**config.mk**
```make
export PLATFORM = sky130hd
export DESIGN_NAME = nasti_wr_sequencer
export DESIGN_NICKNAME = d
export VERILOG_FILES = /design/src/rtl/nasti_wr_sequencer_pkg.sv /design/src/rtl/nasti_addr_gen.sv /design/src/rtl/nasti_wr_sequencer.sv
export SDC_FILE = /design/constraint.sdc
export NUM_CORES = 1
export LEC_CHECK = 0
export CORE_ASPECT_RATIO = 0.8
export CORE_MARGIN = 1
export CORE_UTILIZATION = 45
export DETAILED_ROUTE_END_ITERATION = 6
export PLACE_DENSITY = 0.84
export RECOVER_POWER = 50
export SYNTH_ARGS = -nofsm -noshare
export SYNTH_HDL_FRONTEND = slang
export SYNTH_HIERARCHICAL = 1
export SYNTH_SLANG_ARGS = --single-unit
export TNS_END_PERCENT = 20
```
**constraint.sdc**
```tcl
create_clock -name core_clk -period 3.95 [get_ports core_clk]
set_input_delay 1.185 -clock core_clk [delete_from_list [all_inputs] [get_ports core_clk]]
set_output_delay 1.185 -clock core_clk [all_outputs]
set_load 0.02 [all_outputs]
```
**src/rtl/nasti_wr_sequencer_pkg.sv**
```systemverilog
// Shared types for the NASTI write sequencer: FIFO transaction structs,
// burst and response encodings, and FSM states.
package nasti_wr_sequencer_pkg;

   localparam int NASTI_ID_W   = 4;
   localparam int NASTI_ADDR_W = 32;
   localparam int NASTI_DATA_W = 64;
   localparam int NASTI_USER_W = 1;

   typedef enum logic [1:0] {
      BURST_FIXED = 2'b00,
      BURST_INCR  = 2'b01,
      BURST_WRAP  = 2'b10,
      BURST_RSVD  = 2'b11
   } burst_t;

   localparam logic [1:0] RESP_OKAY   = 2'b00;
   localparam logic [1:0] RESP_SLVERR = 2'b10;

   typedef struct packed {
      logic [NASTI_ID_W-1:0]   id;
      logic [NASTI_ADDR_W-1:0] addr;
      logic [7:0]              len;
      logic [2:0]              size;
      burst_t                  burst;
      logic [NASTI_USER_W-1:0] user;
   } aw_trans;

   typedef struct packed {
      logic [NASTI_DATA_W-1:0]   data;
      logic [NASTI_DATA_W/8-1:0] strb;
      logic                      last;
   } w_trans;

   typedef struct packed {
      logic [NASTI_ID_W-1:0]   id;
      logic [1:0]              resp;
      logic [NASTI_USER_W-1:0] user;
   } b_trans;

   typedef enum logic [1:0] {
      ST_IDLE,
      ST_DATA,
      ST_DRAIN,
      ST_RESP
   } state_t;

   // A width parameter of 0 selects the width the shared structs are built with.
   function automatic int eff_w(input int w, input int dflt);
      return (w == 0) ? dflt : w;
   endfunction

endpackage

```
**src/rtl/nasti_addr_gen.sv**
```systemverilog
// Next-beat byte address for FIXED / INCR / WRAP bursts (reserved behaves as INCR).
module nasti_addr_gen
   import nasti_wr_sequencer_pkg::*;
#(
   parameter int AW = NASTI_ADDR_W
)(
   input  logic [AW-1:0] addr,
   input  logic [2:0]    size,
   input  logic [7:0]    len,
   input  burst_t        burst,
   output logic [AW-1:0] next_addr
);

   logic [AW-1:0] step;
   logic [AW-1:0] mask;
   logic [AW-1:0] incr;

   always_comb begin
      step = AW'(1) << size;
      // Wrap window is (len+1)*step bytes, aligned to its own size.
      mask = ((AW'(len) + AW'(1)) << size) - AW'(1);
      incr = addr + step;
      unique case (burst)
         BURST_FIXED: next_addr = addr;
         BURST_WRAP:  next_addr = (addr & ~mask) | (incr & mask);
         default:     next_addr = incr;
      endcase
   end

endmodule

```
**src/rtl/nasti_wr_sequencer.sv**
```systemverilog
// Turns one AW burst plus its W beats into per-beat write requests and a B response.
// req handshake: a beat transfers on a cycle with req_valid & req_ready; while waiting, req_valid and addr/data/strb stay put.
module nasti_wr_sequencer
   import nasti_wr_sequencer_pkg::*;
#(
   parameter int C_NASTI_ID_WIDTH   = 0,
   parameter int C_NASTI_ADDR_WIDTH = 0,
   parameter int C_NASTI_DATA_WIDTH = 0,
   parameter int C_NASTI_USER_WIDTH = 0
)(
   input  logic    core_clk,
   input  logic    core_rst,
   input  aw_trans aw_rdata,
   input  logic    aw_rempty,
   output logic    aw_rinc,
   input  w_trans  w_rdata,
   input  logic    w_rempty,
   output logic    w_rinc,
   output b_trans  b_wdata,
   input  logic    b_wfull,
   output logic    b_winc,
   output logic    req_valid,
   input  logic    req_ready,
   output logic [eff_w(C_NASTI_ADDR_WIDTH, NASTI_ADDR_W)-1:0]   req_addr,
   output logic [eff_w(C_NASTI_DATA_WIDTH, NASTI_DATA_W)-1:0]   req_data,
   output logic [eff_w(C_NASTI_DATA_WIDTH, NASTI_DATA_W)/8-1:0] req_strb
);

   localparam int ID_EFF = eff_w(C_NASTI_ID_WIDTH, NASTI_ID_W);
   localparam int AW_EFF = eff_w(C_NASTI_ADDR_WIDTH, NASTI_ADDR_W);
   localparam int DW_EFF = eff_w(C_NASTI_DATA_WIDTH, NASTI_DATA_W);
   localparam int SW_EFF = DW_EFF / 8;
   localparam int UW_EFF = eff_w(C_NASTI_USER_WIDTH, NASTI_USER_W);

   state_t              state_q, state_d;
   logic [ID_EFF-1:0]   id_q;
   logic [UW_EFF-1:0]   user_q;
   logic [AW_EFF-1:0]   addr_q;
   logic [AW_EFF-1:0]   next_addr;
   logic [7:0]          len_q;
   logic [2:0]          size_q;
   burst_t              burst_q;
   logic [7:0]          cnt_q;
   logic                err_q;

   nasti_addr_gen #(.AW(AW_EFF)) u_addr_gen (
      .addr      (addr_q),
      .size      (size_q),
      .len       (len_q),
      .burst     (burst_q),
      .next_addr (next_addr)
   );

   always_comb begin
      state_d   = state_q;
      aw_rinc   = 1'b0;
      w_rinc    = 1'b0;
      b_winc    = 1'b0;
      req_valid = 1'b0;
      unique case (state_q)
         ST_IDLE: begin
            if (!aw_rempty) begin
               aw_rinc = 1'b1;
               state_d = ST_DATA;
            end
         end
         ST_DATA: begin
            req_valid = !w_rempty;
            if (req_valid && req_ready) begin
               w_rinc = 1'b1;
               if (w_rdata.last)        state_d = ST_RESP;
               else if (cnt_q == len_q) state_d = ST_DRAIN;
            end
         end
         ST_DRAIN: begin
            w_rinc = !w_rempty;
            if (w_rinc && w_rdata.last) state_d = ST_RESP;
         end
         ST_RESP: begin
            b_winc = !b_wfull;
            if (b_winc) state_d = ST_IDLE;
         end
         default: state_d = ST_IDLE;
      endcase
      // No FIFO strobe may fire while reset is being applied.
      if (core_rst) begin
         state_d   = ST_IDLE;
         aw_rinc   = 1'b0;
         w_rinc    = 1'b0;
         b_winc    = 1'b0;
         req_valid = 1'b0;
      end
   end

   always_ff @(posedge core_clk) begin
      if (core_rst) begin
         state_q <= ST_IDLE;
         id_q    <= '0;
         user_q  <= '0;
         addr_q  <= '0;
         len_q   <= '0;
         size_q  <= '0;
         burst_q <= BURST_FIXED;
         cnt_q   <= '0;
         err_q   <= 1'b0;
      end else begin
         state_q <= state_d;
         if (aw_rinc) begin
            id_q    <= ID_EFF'(aw_rdata.id);
            user_q  <= UW_EFF'(aw_rdata.user);
            addr_q  <= AW_EFF'(aw_rdata.addr);
            len_q   <= aw_rdata.len;
            size_q  <= aw_rdata.size;
            burst_q <= aw_rdata.burst;
            cnt_q   <= '0;
            err_q   <= (aw_rdata.burst == BURST_RSVD);
         end
         if (state_q == ST_DATA && w_rinc) begin
            cnt_q  <= cnt_q + 8'd1;
            addr_q <= next_addr;
            // Last flag must coincide with the final beat; early or missing last is an error.
            if (w_rdata.last != (cnt_q == len_q)) err_q <= 1'b1;
         end
      end
   end

   assign req_addr     = addr_q;
   assign req_data     = DW_EFF'(w_rdata.data);
   assign req_strb     = SW_EFF'(w_rdata.strb);
   assign b_wdata.id   = NASTI_ID_W'(id_q);
   assign b_wdata.resp = err_q ? RESP_SLVERR : RESP_OKAY;
   assign b_wdata.user = NASTI_USER_W'(user_q);

endmodule
```
==> results of run 1 <==
## repair_timing
item                       CTS  global route
pin swaps                    0             0
hold buffers                 0             0
setup endpoints to repair    1             1
resized for setup            1             1
## metrics by stage
step / worst slack (ns) / cell area, sq um / TNS, ns / util (%) / cells
floorplan: 0.3645 / 5933 / 0 / - / 785
global placement: -0.01661 / 6500 / -0.01661 / 50.51 / 960
detailed placement: -0.00003064 / 6500 / -0.00003064 / 50.51 / 960
CTS: 0.04156 / 6778 / 0 / 52.66 / 976
global route: 0.02192 / 6780 / 0 / 52.68 / 976
finish: 0.1320 / 6780 / 0 / 52.68 / 976
## layer usage
layer	up-vias	part of all wire, %	global-route usage [%]
li1	2801	-	-
met1	2692	47	32.37
met2	216	44	35.64
met3	23	7.1	5.786
met4	0	1.9	7.800
met5	-	0	0
## flip-flops by register name, summed over array words and instances (netlist names)
name / cells
burst_q: 2
len_q: 8
err_q: 1
req_addr: 32
state_q: 2
size_q: 3
user_q: 1
cnt_q: 8
id_q: 4
## synth_stat cells (all sizes together), types with 7 or more instances
master	n	share of area, %
a211oi	8	1.2
a21oi	31	2.7
a22o	19	2.8
a311oi	35	6.3
and3	11	1.2
and4	7	1.1
buf	99	12
clkbuf	23	1.5
dfxtp	61	21
ha	17	3.6
inv	13	0.82
mux2i	10	1.7
nand2	118	7.5
nand3	21	2.1
nand4	14	1.5
nor2	73	4.6
nor2b	7	0.74
nor3	16	1.3
nor4	14	1.5
o211ai	8	1.0
o21ai	34	2.9
or2	7	0.74
xnor2	22	3.2
xor2	23	3.4
## path summary, 6_finish.rpt
check / from / to / slack (ns) / depth (start not counted)
setup / recovery: w_rempty / req_valid / 0.13 / 4
hold / removal: id_q[3] / id_q[3] / 0.47 / 1
setup reg to reg: len_q[4] / req_addr[22] / 0.33 / 11
hold reg to reg: id_q[3] / id_q[3] / 0.47 / 1
## critical path, stage by stage
cell             delay (ns)
clkdlybuf4s50_1        0.41
buf_4                  0.14
nor3b_1                0.24
clkdlybuf4s50_1        0.66
## kinds of logic after synthesis
group	share of synthesized area, %
flops	20.58
mux	2.889
compound gates	23.87
xor+xnor	6.643
buf+inv	14.70
simple gates	27.33
fa+ha+maj	3.922
other cells	0.06320
## power by group through the flow
stage | clock (mW) | combinational (mW) | sequential, mW
2_1_floorplan | 0 | 1.04 | 0.892
6_report | 0.744 | 1.38 | 0.868
3_3_place_gp | 0 | 1.35 | 0.876
4_1_cts | 0.752 | 1.38 | 0.867
3_5_place_dp | 0 | 1.37 | 0.878
5_1_grt | 0.780 | 1.53 | 0.889
## layout make-up
cell class | instances | area (sq um)
Multi-Input combinational cell | 585 | 3840
Fill cell | 1260 | 6090
Inverter | 17 | 63.81
Sequential cell | 61 | 1221
Clock inverter | 4 | 22.52
Timing Repair Buffer | 122 | 1157
Clock buffer | 12 | 256.5
Tap cell | 175 | 219.0
## layout by cell type, fill, tap and decap left out, drive strengths merged, types with 11 or more instances in the layout
cell type / synthesis / final
nand2: 118 / 118
clkdlybuf4s50: 0 / 80
nor2: 73 / 73
dfxtp: 61 / 61
a311oi: 35 / 35
o21ai: 34 / 34
a21oi: 31 / 31
buf: 99 / 25
xor2: 23 / 23
xnor2: 22 / 22
nand3: 21 / 21
a22o: 19 / 19
ha: 17 / 17
nor3: 16 / 16
dlygate4sd3: 0 / 15
nand4: 14 / 14
nor4: 14 / 14
inv: 13 / 13
clkbuf: 23 / 12
and3: 11 / 11
==> flow_metrics.env, run 1 <==
export IMPL_arrival_ns=2.63
export IMPL_track_usage_pct=23.56
export IMPL_drv_cap=0
export IMPL_clk_pin_slew_ns=0.05
export IMPL_p_per_area_nw_per_um2=441.7
export IMPL_synth_seq_cells=61
export IMPL_report_final_slew_viol_count=0
export IMPL_drive_gt1_share_pct=10.49
export IMPL_share_clk_of_total_power_pct=24.8
export IMPL_cts_sinks=61
export IMPL_cts_buffers=9
export IMPL_fp_dieW_microns=130.4
export IMPL_switching_share_pct=40.58
export IMPL_n_antenna_cell=0
export IMPL_netlist_area_sq_um=5933
export IMPL_die_y_microns=104.7
export IMPL_via_per_inst=5.873
export IMPL_startpoint_type="input port"
export IMPL_grt_pass1_vias=5415
export IMPL_async_reset_ff_share_pct=0
export IMPL_path_class="input port to primary output"
export IMPL_status="finished clean"
export IMPL_fin_crit_sh_pct=96.66
export IMPL_cp_end_kind="primary output"
export IMPL_place_hpwl_microns=11180
export IMPL_routedWlPerCell_microns=15.98
export IMPL_rows=37
export IMPL_max_freq_ghz=0.2619
export IMPL_fin_nets=943
export IMPL_power_leakage_nw=2.603
export IMPL_clk_latency_ns=0.33
export IMPL_wirelength_microns=15600
export IMPL_post_cts_buffers=0
export IMPL_drt_iter0_markers=247
export IMPL_cts_max_level=3
export IMPL_numPortBuffers=98
export IMPL_cts_root_buffer="clkbuf_16"
export IMPL_grt_first_pass_wirelength_microns=26080
export IMPL_tightest_slew_ns=0.6764
export IMPL_place_gp_congestion=0.8840
export IMPL_switchingPower_mw=1.215
export IMPL_core_area_sq_um=12870
export IMPL_seq_area_frac_synth_pct=20.58
export IMPL_avgSynthCellArea_sq_um=7.558
export IMPL_peakVddDrop_mv=0.2186
export IMPL_overflow=0
export IMPL_p_int_mw=1.780
export IMPL_first_pass_iters=5
export IMPL_worstHoldPathType="register to register"
export IMPL_synthesis_nets=932
export IMPL_layout_min_cycle_time_ns=3.818
export IMPL_synth_cells=785
export IMPL_dieArea_sq_um=13650
export IMPL_yosys_warnings=6
export IMPL_holdWs_ns=0.4684
export IMPL_hold_viol=0
export IMPL_area_growth_pct=14.28
export IMPL_crit_fanout=3
export IMPL_drc=0
export IMPL_total_power_mw=2.995
export IMPL_yosysUniqueCellTypes=83
export IMPL_worstPathRequired_ns=2.76
export IMPL_rsz0062_at_grt="no"
export IMPL_detail_route_antenna_nets=0
export IMPL_final_setup_skew_ns=0.006794
export IMPL_synth_edf_count=0
export IMPL_combPwrFrac_pct=46.2
export IMPL_synth_ff_type="dfxtp_1"
export IMPL_pwr_share_seq_pct=29.0
export IMPL_io_pins=244
export IMPL_setup_violations=0
export IMPL_antenna_found_initial=0
export IMPL_clockBufferDepth=2
export IMPL_cts_tree="yes"
export IMPL_slew_headroom_pct=54.91
export IMPL_start_util_pct=46.10
export IMPL_grt_start_max_net_pins=66
export IMPL_via_count=5732
Power figures use the tool's default switching activity.
==> run 2, diff against run 1 <==
CORE_ASPECT_RATIO = unset   (was 0.8)
CORE_MARGIN = unset   (was 1)
==> run 2 against run 1 <==
- power is 1.9% higher
- fmax down 1.4%
- die area hardly changed
- clock skew is 0.00058 ns lower
- via count hardly changed
- register-to-register slack worse by 0.03 ns
- first-iteration DRC count increased by 71%
- worst setup slack lost 0.053 ns
- critical endpoint is now w_rinc
- largest power group unchanged
==> flow_metrics.env, run 2 (synthesized netlist as in run 1, its figures left out) <==
export IMPL_status="finished clean"
export IMPL_clk_latency_ns=0.34
export IMPL_finalCoreUtilization_pct=53.39
export IMPL_n_antenna_cell=0
export IMPL_startpoint_type="input port"
export IMPL_drive_gt1_share_pct=10.51
export IMPL_rows=41
export IMPL_worstPathRequired_ns=2.76
export IMPL_fp_dieW_microns=116.8
export IMPL_drc=0
export IMPL_pre_cts_slack_ns=0.04093
export IMPL_hold_viol=0
export IMPL_slew_headroom_pct=52.98
export IMPL_cts_hold_buf=0
export IMPL_via_per_inst=5.898
export IMPL_cp_slowest_stage_delay_ns=0.60
export IMPL_fill_cells=1249
export IMPL_tns_ns=0
export IMPL_cts_buffers=9
export IMPL_antenna_found_initial=0
export IMPL_path_class="input port to primary output"
export IMPL_drv_cap=0
export IMPL_hp_start="id_q[3]"
export IMPL_cts_tree="yes"
export IMPL_seq_area_sq_um=1222
export IMPL_worstHoldPathType="register to register"
export IMPL_worstRegToRegCells=12
export IMPL_detail_route_antenna_nets=0
export IMPL_place_gp_congestion=0.9060
export IMPL_overflow=0
export IMPL_grtUsageMet2_pct=35.82
export IMPL_met1_usage_pct=29.85
export IMPL_arrival_ns=2.69
export IMPL_cts_sinks=61
export IMPL_final_setup_skew_ns=0.006217
export IMPL_use_met3_pct=4.428
export IMPL_mostFrequentLayoutCells="nand2_1, clkdlybuf4s50_1, nor2_1"
export IMPL_crit_fanout=2
export IMPL_multi_input_area_sq_um=3840
export IMPL_routedWlPerCell_microns=15.75
export IMPL_start_util_pct=46.64
export IMPL_layout_min_cycle_time_ns=3.871
export IMPL_max_freq_ghz=0.2584
export IMPL_drt_iter0_markers=422
export IMPL_final_cell_area_sq_um=6793
export IMPL_grt_start_max_net_pins=64
export IMPL_crit_path_start="w_rempty"
export IMPL_grt_busiest_layer="met2"
export IMPL_die_y_microns=116.8
export IMPL_clk_pin_slew_ns=0.05
export IMPL_path_cells="clkdlybuf4s50_1 -> or3b_1 -> nor2_1 -> clkdlybuf4s50_1"
export IMPL_min_path_cells=1
export IMPL_p_per_area_nw_per_um2=449.1
export IMPL_cp_end_kind="primary output"
export IMPL_postLayoutSetupSlackWorst_ns=0.07934
export IMPL_area_growth_pct=14.49
export IMPL_dieArea_sq_um=13650
export IMPL_grt_pass1_vias=5102
export IMPL_worst_path_most_repeated_cell="clkdlybuf4s50_1"
export IMPL_final_common_cell="nand2_1"
export IMPL_numPortBuffers=98
export IMPL_peakVddDrop_mv=0.2262
export IMPL_rsz0062_at_grt="no"
export IMPL_wirelength_microns=15290
export IMPL_tightest_slew_ns=0.7052
export IMPL_total_power_mw=3.051
export IMPL_fin_crit_sh_pct=97.99
export IMPL_clockBufferDepth=2
export IMPL_reg2reg_from="len_q[0]"
export IMPL_setup_violations=0
export IMPL_first_pass_iters=5
export IMPL_report_final_slew_viol_count=0
export IMPL_place_hpwl_microns=10660
export IMPL_power_leakage_nw=2.602
export IMPL_via_count=5727
export IMPL_slowest_stage="clkdlybuf4s50_1"
export IMPL_io_pins=244
export IMPL_post_cts_buffers=0
export IMPL_dpl_cell_area_sq_um=6489
export IMPL_largest_reg_flops=32
export IMPL_track_usage_pct=22.86
export IMPL_cts_max_level=3
export IMPL_cts_root_buffer="clkbuf_16"
export IMPL_core_area_sq_um=12720
export IMPL_fin_nets=942
export IMPL_grt_first_pass_wirelength_microns=24760
[run 2: per-layer routing]
metal  vias up  part of all wire [%]
li1       2802                     -
met4         0                   2.6
met1      2674                    44
met5         -                     0
met3        41                   7.0
met2       210                    47
[run 2: final timing paths]
path         slack (ns)      endpoint
min                0.46       id_q[3]
max reg2reg        0.30  req_addr[29]
max                0.08        w_rinc
min reg2reg        0.46       id_q[3]
[run 2: critical path, delay by kind of cell]
kind	cells	cell delay (ns)
buf+inv	2	1.02
simple gates	2	0.48
[run 2: layout make-up]
class                      count  share of cell area (%)
sequential                    61                   18.00
multi-input combinational    585                   56.53
tap                          172                   3.168
inverter                      17                  0.9394
clock buffer                  11                   3.721
clock inverter                 4                  0.6999
timing repair buffer         121                   16.95
[run 2: what timing repair did]
action                                  in CTS  in global routing
endpoints found under the setup margin       0                  7
gates resized for setup                      0                  2
endpoints found under the hold margin        0                  0
[run 2: through the flow]
step                std cells  hold slack [ns]
finish                    971           0.4648
global route              971           0.4955
CTS                       971           0.4744
detailed placement        956           0.4532
global placement          956           0.4591
floorplan                 785           0.4437
[run 2: report_power, final]
group / internal [mW] / total [mW] / switching, mW
logic: 0.614 / 1.38 / 0.768
clock network: 0.516 / 0.797 / 0.281
registers: 0.713 / 0.871 / 0.159
total: 1.84 / 3.05 / 1.21
